**src/rtl/sequenciador_entrada.sv**
```systemverilog
// Entry sequencer for the ULA: debounces the entry button, captures A, B and the
// op code on successive presses, launches the ULA and holds its outcome until acknowledged.
module sequenciador_entrada #(
    parameter int LARGURA         = 8,
    parameter int DEBOUNCE_CICLOS = 4,
    parameter int TIMEOUT_ULA     = 16
) (
    input  logic               clk,
    input  logic               rst_n,
    input  logic               entrada_botao,
    input  logic [LARGURA-1:0] entrada_numero,
    input  logic [2:0]         operacao,
    input  logic               ula_pronto,
    output logic [1:0]         contador_entrada,
    output logic [LARGURA-1:0] numero_a,
    output logic [LARGURA-1:0] numero_b,
    output logic [2:0]         codigo_op,
    output logic               executar_operacao,
    output logic               ocupado,
    output logic               resultado_valido,
    output logic               erro_timeout
);

    localparam int TW = $clog2(TIMEOUT_ULA + 1);
    localparam int DW = $clog2(DEBOUNCE_CICLOS + 1);

    typedef enum logic [2:0] {
        S_A       = 3'd0,
        S_B       = 3'd1,
        S_OP      = 3'd2,
        S_EXEC    = 3'd3,
        S_AGUARDA = 3'd4,
        S_MOSTRA  = 3'd5
    } estado_t;

    function automatic logic [1:0] fase_codigo(input estado_t e);
        case (e)
            S_A:     fase_codigo = 2'b00;
            S_B:     fase_codigo = 2'b01;
            S_OP:    fase_codigo = 2'b10;
            default: fase_codigo = 2'b11;
        endcase
    endfunction

    logic          sync1_r, sync2_r, filtrado_r, pressao_r;
    logic [DW-1:0] deb_cnt_r;

    estado_t            estado_r, estado_s;
    logic [1:0]         contador_r, contador_s;
    logic [LARGURA-1:0] numero_a_r, numero_a_s, numero_b_r, numero_b_s;
    logic [2:0]         codigo_op_r, codigo_op_s;
    logic               executar_r, executar_s, ocupado_r, ocupado_s;
    logic               valido_r, valido_s, erro_r, erro_s;
    logic [TW-1:0]      timer_r, timer_s, timer_inc_s;

    // Button synchronizer and debounce filter; pressao marks a filtered rising edge.
    always_ff @(posedge clk or negedge rst_n) begin
        if (!rst_n) begin
            sync1_r    <= 1'b0;
            sync2_r    <= 1'b0;
            filtrado_r <= 1'b0;
            pressao_r  <= 1'b0;
            deb_cnt_r  <= {DW{1'b0}};
        end else begin
            sync1_r <= entrada_botao;
            sync2_r <= sync1_r;
            if (sync2_r == filtrado_r) begin
                deb_cnt_r <= {DW{1'b0}};
                pressao_r <= 1'b0;
            end else if (deb_cnt_r == DW'(DEBOUNCE_CICLOS - 1)) begin
                filtrado_r <= sync2_r;
                deb_cnt_r  <= {DW{1'b0}};
                pressao_r  <= sync2_r;
            end else begin
                deb_cnt_r <= deb_cnt_r + {{(DW-1){1'b0}}, 1'b1};
                pressao_r <= 1'b0;
            end
        end
    end

    assign timer_inc_s = timer_r + {{(TW-1){1'b0}}, 1'b1};

    // Next-state and next-output logic of the entry FSM.
    always_comb begin
        estado_s    = estado_r;
        numero_a_s  = numero_a_r;
        numero_b_s  = numero_b_r;
        codigo_op_s = codigo_op_r;
        executar_s  = 1'b0;
        ocupado_s   = ocupado_r;
        valido_s    = valido_r;
        erro_s      = erro_r;
        timer_s     = timer_r;
        case (estado_r)
            S_A: begin
                if (pressao_r) begin
                    numero_a_s = entrada_numero;
                    estado_s   = S_B;
                end else begin
                    estado_s = S_A;
                end
            end
            S_B: begin
                if (pressao_r) begin
                    numero_b_s = entrada_numero;
                    estado_s   = S_OP;
                end else begin
                    estado_s = S_B;
                end
            end
            S_OP: begin
                if (pressao_r) begin
                    codigo_op_s = operacao;
                    estado_s    = S_EXEC;
                end else begin
                    estado_s = S_OP;
                end
            end
            S_EXEC: begin
                if (pressao_r) begin
                    executar_s = 1'b1;
                    ocupado_s  = 1'b1;
                    timer_s    = {TW{1'b0}};
                    estado_s   = S_AGUARDA;
                end else begin
                    estado_s = S_EXEC;
                end
            end
            S_AGUARDA: begin
                // A result arriving in the terminal-count cycle still counts as success.
                timer_s = timer_inc_s;
                if (ula_pronto) begin
                    valido_s  = 1'b1;
                    ocupado_s = 1'b0;
                    estado_s  = S_MOSTRA;
                end else if (timer_inc_s == TW'(TIMEOUT_ULA)) begin
                    erro_s    = 1'b1;
                    ocupado_s = 1'b0;
                    estado_s  = S_MOSTRA;
                end else begin
                    estado_s = S_AGUARDA;
                end
            end
            S_MOSTRA: begin
                if (pressao_r) begin
                    valido_s = 1'b0;
                    erro_s   = 1'b0;
                    estado_s = S_A;
                end else begin
                    estado_s = S_MOSTRA;
                end
            end
            default: begin
                estado_s  = S_A;
                ocupado_s = 1'b0;
                valido_s  = 1'b0;
                erro_s    = 1'b0;
            end
        endcase
        contador_s = fase_codigo(estado_s);
    end

    // FSM state and registered outputs.
    always_ff @(posedge clk or negedge rst_n) begin
        if (!rst_n) begin
            estado_r    <= S_A;
            contador_r  <= 2'b00;
            numero_a_r  <= {LARGURA{1'b0}};
            numero_b_r  <= {LARGURA{1'b0}};
            codigo_op_r <= 3'b000;
            executar_r  <= 1'b0;
            ocupado_r   <= 1'b0;
            valido_r    <= 1'b0;
            erro_r      <= 1'b0;
            timer_r     <= {TW{1'b0}};
        end else begin
            estado_r    <= estado_s;
            contador_r  <= contador_s;
            numero_a_r  <= numero_a_s;
            numero_b_r  <= numero_b_s;
            codigo_op_r <= codigo_op_s;
            executar_r  <= executar_s;
            ocupado_r   <= ocupado_s;
            valido_r    <= valido_s;
            erro_r      <= erro_s;
            timer_r     <= timer_s;
        end
    end

    assign contador_entrada  = contador_r;
    assign numero_a          = numero_a_r;
    assign numero_b          = numero_b_r;
    assign codigo_op         = codigo_op_r;
    assign executar_operacao = executar_r;
    assign ocupado           = ocupado_r;
    assign resultado_valido  = valido_r;
    assign erro_timeout      = erro_r;

endmodule

```
**config.mk**
```make
export PLATFORM = sky130hd
export DESIGN_NAME = sequenciador_entrada
export DESIGN_NICKNAME = d
export VERILOG_FILES = /design/src/rtl/sequenciador_entrada.sv
export SDC_FILE = /design/constraint.sdc
export NUM_CORES = 1
export LEC_CHECK = 0
export CAP_MARGIN = 20
export CORE_UTILIZATION = 36
export CTS_CLUSTER_DIAMETER = 60
export DETAILED_ROUTE_END_ITERATION = 16
export GPL_TIMING_DRIVEN = 0
export SYNTH_ARGS = -nofsm -noshare
export SYNTH_HDL_FRONTEND = slang
export SYNTH_SLANG_ARGS = --single-unit
```
**constraint.sdc**
```tcl
create_clock -name clk -period 1.9 [get_ports clk]
set_clock_uncertainty 0.05 [all_clocks]
set_input_delay 0.57 -clock clk [delete_from_list [all_inputs] [get_ports clk]]
set_output_delay 0.57 -clock clk [all_outputs]
set_load 0.02 [all_outputs]
```
==> results.yml, run 1 <==
cts:
  clock_sinks: 40
  cts-root-buf: "clkbuf_8"
  path_clk_slew_ns: 0.07
  postCtsSetupBuffers: 0
  insertion_delay_ns: 0.29
  cts_tree: "built"
  clockBufferDepth: 2
  numCtsBuffers: 5
  cts-htree-levels: 2
  holdBufCountCts: 0
power_and_ir_drop:
  clkPwrFrac_pct: 19.7
  peakVddDrop_mv: 0.689
  swShare_pct: 33.1
  leakagePower_nw: 1.25
  p_per_area_nw_per_um2: 1300
  p_comb_share_pct: 38.2
  pwr-share-seq_pct: 42.1
  intPower_w: 0.00195
  p_sw_w: 0.000965
sta:
  rsz0062_at_grt: "no"
  setup_viol: 0
  worstMarginPinSlew_ns: 0.870
  hold_slack_ns: 0.305
  clock.fmax_mhz: 537
  tns_ns: 0
  maxSlewHeadroom_pct: 42.0
  slew_viol_final: 0
  fin_crit_sh_pct: 98.0
  hold_violations: 0
  final.min_clock_period_ns: 1.86
place:
  place_inst: 217
  place_hpwl_um: 2280
  post_dp_cell_area_um2: 2130
  place.gp.congestion: 0.752
  portBuffers: 39
layout:
  fin_cells: 225
  design_area_um2: 2250
  final_util_pct: 51.0
  nets: 189
  ff_latch_area_um2: 1000
  mostFrequentLayoutCells: "40 x dfrtp_1, 21 x mux2_2, 20 x clkdlybuf4s50_1"
  area_growth_pct: 34.5
  multi_input_area_um2: 637
  nFillCells: 387
  drive_gt1_share_pct: 22.0
  insertedDiodeCount: 0
  final_common_cell: "dfrtp_1"
global_route:
  grt_max_degree: 41
  busiest_layer: "met2"
  grt_use_met1_pct: 18.1
  use_met2_pct: 24.0
  grt_pass1_wl_um: 5640
  grt_use_met3_pct: 5.48
  grt_pass1_vias: 1230
  grt.total_usage_pct: 14.6
  antenna_found_initial: 0
  overflow: 0
synth:
  synth_area_um2: 1680
  yosys_warnings: 0
  avgSynthCellArea_um2: 13.3
  synth_edf_count: 0
  synthCells: 126
  syn-num-nets: 143
  ys.flop_type: "dfrtp_1"
  async_reset_ff_share_pct: 100
  seq_area_frac_synth_pct: 59.7
  synth_cell_types: 35
  ys_seq_elements: 40
setup_path:
  critPathArrivalTime_ns: 1.24
  path_buf_inv: 1
  critPathLaunchType: "register"
  cp_top_family: "buffers and inverters"
  crit_path_end_kind: "primary output"
  crit_type: "register to primary output"
  slowest_stage: "clkdlybuf4s50_1"
  critPathRequiredTime_ns: 1.28
  slowest_delay_ns: 0.61
  path_cells: "clkdlybuf4s50_1"
  path_max_fanout: 2
route:
  avgViaCountPerCell: 5.16
  drtIter0Drc: 44
  routedWlPerCell_um: 14.4
  first_pass_iters: 4
  ant_nets: 0
  drc_errors: 0
  wirelength_um: 3250
  via_count: 1160
floorplanning:
  start_util_pct: 38.0
  die_h_um: 70.2
  die_w_um: 70.2
  core_um2: 4410
  die-area_um2: 4930
  pin_count: 40
  rows: 24
worst_hold_path:
  hold_class: "register to register"
run_status:
  outcome: "completed"
run:
  max-cap-violations: 0
## kinds of logic after synthesis
logic type | count (synthesis) | share of synthesized area [%]
xor+xnor | 4 | 2.09
fa+ha+maj | 2 | 1.49
compound gates | 18 | 7.10
simple gates | 34 | 13.2
flops | 40 | 59.7
mux | 21 | 14.1
buf+inv | 7 | 2.24
## timing repair
action | CTS | global route
endpoints found under the setup margin | 2 | 16
gates resized for setup | 2 | 16
gates cloned | 0 | 0
endpoints found under the hold margin | 0 | 0
## synthesized netlist by cell type (2+ instances only)
master    count  area [µm²]
nand2b_4      2        27.5
a211oi_1      2        15.0
nor3b_1       2        15.0
xor2_1        2        17.5
nand2_1       8        30.0
dfrtp_1      40        1000
o21ai_0       6        30.0
nor2b_1       2        12.5
inv_1         4        15.0
ha_1          2        25.0
mux2_2       21         236
nor2_1        5        18.8
nor3_1        2        10.0
o21ai_1       2        10.0
xnor2_1       2        17.5
nand3_1       4        20.0
o22a_1        2        17.5
## power groups by stage
stage          clock network, W  registers (W)  logic [W]
3_5_place_dp                  0        0.00125    0.00115
4_1_cts                0.000599        0.00124    0.00115
5_1_grt                0.000638        0.00127    0.00120
6_report               0.000575        0.00123    0.00111
3_3_place_gp                  0        0.00123    0.00114
2_1_floorplan                 0        0.00146   0.000425
## area by class of cell
cell class	instances	share of cell area, %
Sequential cell	40	44.4
Multi-Input combinational cell	79	28.3
Timing Repair Buffer	39	18.8
Clock buffer	8	4.00
Tap cell	52	2.89
Buffer	3	0.999
Inverter	4	0.666
## sequential cells by signal (all words and copies together) (netlist names), 2 cells and up
name and flops:
estado_r 3, numero_b 8, timer_r 5, deb_cnt_r 3, contador_entrada 2, codigo_op 3, numero_a 8
## path summary, 6_finish.rpt
path | startpoint | endpoint | slack [ns] | cells past startpoint
min in group asynchronous | rst_n | contador_entrada[0] | 0.34 | 1
setup / recovery | numero_b[2] | numero_b[2] | 0.04 | 1
setup reg to reg | estado_r[2] | numero_b[4] | 0.30 | 3
hold reg to reg | sync1_r | sync2_r | 0.31 | 0
hold / removal | sync1_r | sync2_r | 0.31 | 0
max in group asynchronous | rst_n | numero_a[5] | 0.90 | 1
## layer usage
layer,vias to the layer above,part of all wire (%)
met3,5,5.8
li1,534,-
met5,-,0
met4,0,0.71
met2,35,49
met1,586,44
## through the flow
stage	total power [W]	setup slack (ns)
5_1_grt	0.00310	0.00162
3_3_place_gp	0.00237	-0.713
2_1_floorplan	0.00189	0.495
4_1_cts	0.00299	0.00422
3_5_place_dp	0.00241	0.208
6_report	0.00292	0.0383
(Power assumes the default switching activity.)
==> run 2, diff against run 1 <==
- DONT_BUFFER_PORTS: unset -> 1
==> results.yml, run 2 (synthesis results as in run 1) <==
cts:
  clockBufferDepth: 2
  clock_sinks: 40
  numCtsBuffers: 5
  postCtsSetupBuffers: 0
  holdBufCountCts: 1
  path_clk_slew_ns: 0.08
  cts_resized: 0
  insertion_delay_ns: 0.29
  cts_tree: "built"
  cts-root-buf: "clkbuf_8"
  cts-htree-levels: 2
power_and_ir_drop:
  swShare_pct: 34.7
  intPower_w: 0.00176
  pwr-share-seq_pct: 55.7
  leakagePower_nw: 0.863
  peakVddDrop_mv: 0.584
  p_comb_share_pct: 18.7
  p_per_area_nw_per_um2: 1440
  p_sw_w: 0.000932
  clkPwrFrac_pct: 25.6
route:
  wirelength_um: 2990
  ant_nets: 0
  drc_errors: 0
  via_count: 981
  avgViaCountPerCell: 5.25
  first_pass_iters: 4
  drtIter0Drc: 86
  routedWlPerCell_um: 16.0
sta:
  hold_slack_ns: 0.0539
  slew_viol_final: 0
  tns_ns: 0
  worstMarginPinSlew_ns: 0.487
  hold_violations: 0
  fin_crit_sh_pct: 83.4
  rsz0062_at_grt: "no"
  maxSlewHeadroom_pct: 67.5
  clock.fmax_mhz: 631
  setup_viol: 0
  final.min_clock_period_ns: 1.58
place:
  place_hpwl_um: 2090
  place.gp.congestion: 0.762
  post_dp_cell_area_um2: 1740
  portBuffers: 0
global_route:
  grt_max_degree: 41
  grt_pass1_wl_um: 5200
  grt.total_usage_pct: 13.8
  grt_pass1_vias: 1092
  overflow: 0
  antenna_found_initial: 0
layout:
  multi_input_area_um2: 637
  final_common_cell: "dfrtp_1"
  final_util_pct: 42.4
  nFillCells: 420
  drive_gt1_share_pct: 29.6
  area_growth_pct: 11.7
  ff_latch_area_um2: 1000
  design_area_um2: 1870
  mostFrequentLayoutCells: "40 x dfrtp_1, 21 x mux2_2, 8 x nand2_1"
  insertedDiodeCount: 0
  nets: 151
setup_path:
  r2r_cells: 3
  critPathLaunchType: "register"
  path_max_fanout: 8
  critPathRequiredTime_ns: 2.03
  critPathArrivalTime_ns: 1.71
  crit_type: "register to register"
  r2r_end: "numero_b[2]"
  reg2reg_slack_ns: 0.32
  crit_path_end_kind: "register"
  r2r_start: "estado_r[2]"
run:
  max-cap-violations: 0
run_status:
  outcome: "completed"
floorplanning:
  rows: 24
  core_um2: 4410
  die_h_um: 70.2
  die_w_um: 70.2
  start_util_pct: 38.0
  pin_count: 40
  die-area_um2: 4930
worst_hold_path:
  hold_class: "input pin to async pin"
## run 2: changes by cell type in the layout (fill, tap and decap cells not counted)
cell,previous run,this run
buf_2,1,0
clkbuf_8,6,5
dlygate4sd2_1,2,0
clkdlybuf4s50_1,20,0
clkinvlp_4,0,1
clkinv_2,0,1
bufinv_16,0,1
clkbuf_1,3,1
dlymetal6s2s_1,16,0
buf_12,0,1
## run 2: worst max-delay path, stage by stage, from the launching register on
cell      delay (ns)
dfrtp_1         0.43
nand2b_4        0.19
nor2_2          0.40
mux2_2          0.39
## run 2: per-stage QoR
step	cells	setup slack (ns)	power, W
2_1_floorplan	126	0.495	0.00189
3_3_place_gp	178	0.318	0.00197
3_5_place_dp	178	0.279	0.00201
4_1_cts	187	0.276	0.00272
5_1_grt	187	0.231	0.00284
6_report	187	0.316	0.00269
## run 2: worst max path at each step
stage,from,to,slack [ns],cells past startpoint
3_3_place_gp,estado_r[1],numero_b[7],0.32,4
5_1_grt,estado_r[2],numero_b[1],0.23,3
2_1_floorplan,estado_r[1],numero_b[0],0.50,4
6_report,estado_r[2],numero_b[2],0.32,3
4_1_cts,estado_r[2],numero_b[2],0.28,3
3_5_place_dp,estado_r[2],numero_b[2],0.28,3
## run 2: cell type report
cell class	count	share of cell area, %
clock inverters	3	2.27
plain buffers	3	1.20
clock buffers	5	3.68
flip-flops and latches	40	53.5
multi-input cells	79	34.0
well taps	52	3.48
inverters	4	0.802
repair buffers	1	1.07
## run 2: routing by layer
layer | vias to the layer above | share of wire (%) | GRT usage, % | routed length (µm)
met3 | 3 | 7.8 | 5.77 | 232
met2 | 38 | 52 | 22.6 | 1560
met5 | - | 0 | 0 | 0
met1 | 480 | 39 | 16.3 | 1180
li1 | 460 | - | - | -
met4 | 0 | 0.70 | 4.00 | 21
## run 2: power groups by stage
stage          Clock, W  Sequential, W  Combinational [W]
2_1_floorplan         0        0.00146           0.000425
3_3_place_gp          0        0.00151           0.000463
3_5_place_dp          0        0.00151           0.000493
4_1_cts        0.000708        0.00150           0.000513
5_1_grt        0.000744        0.00153           0.000569
6_report       0.000689        0.00150           0.000503
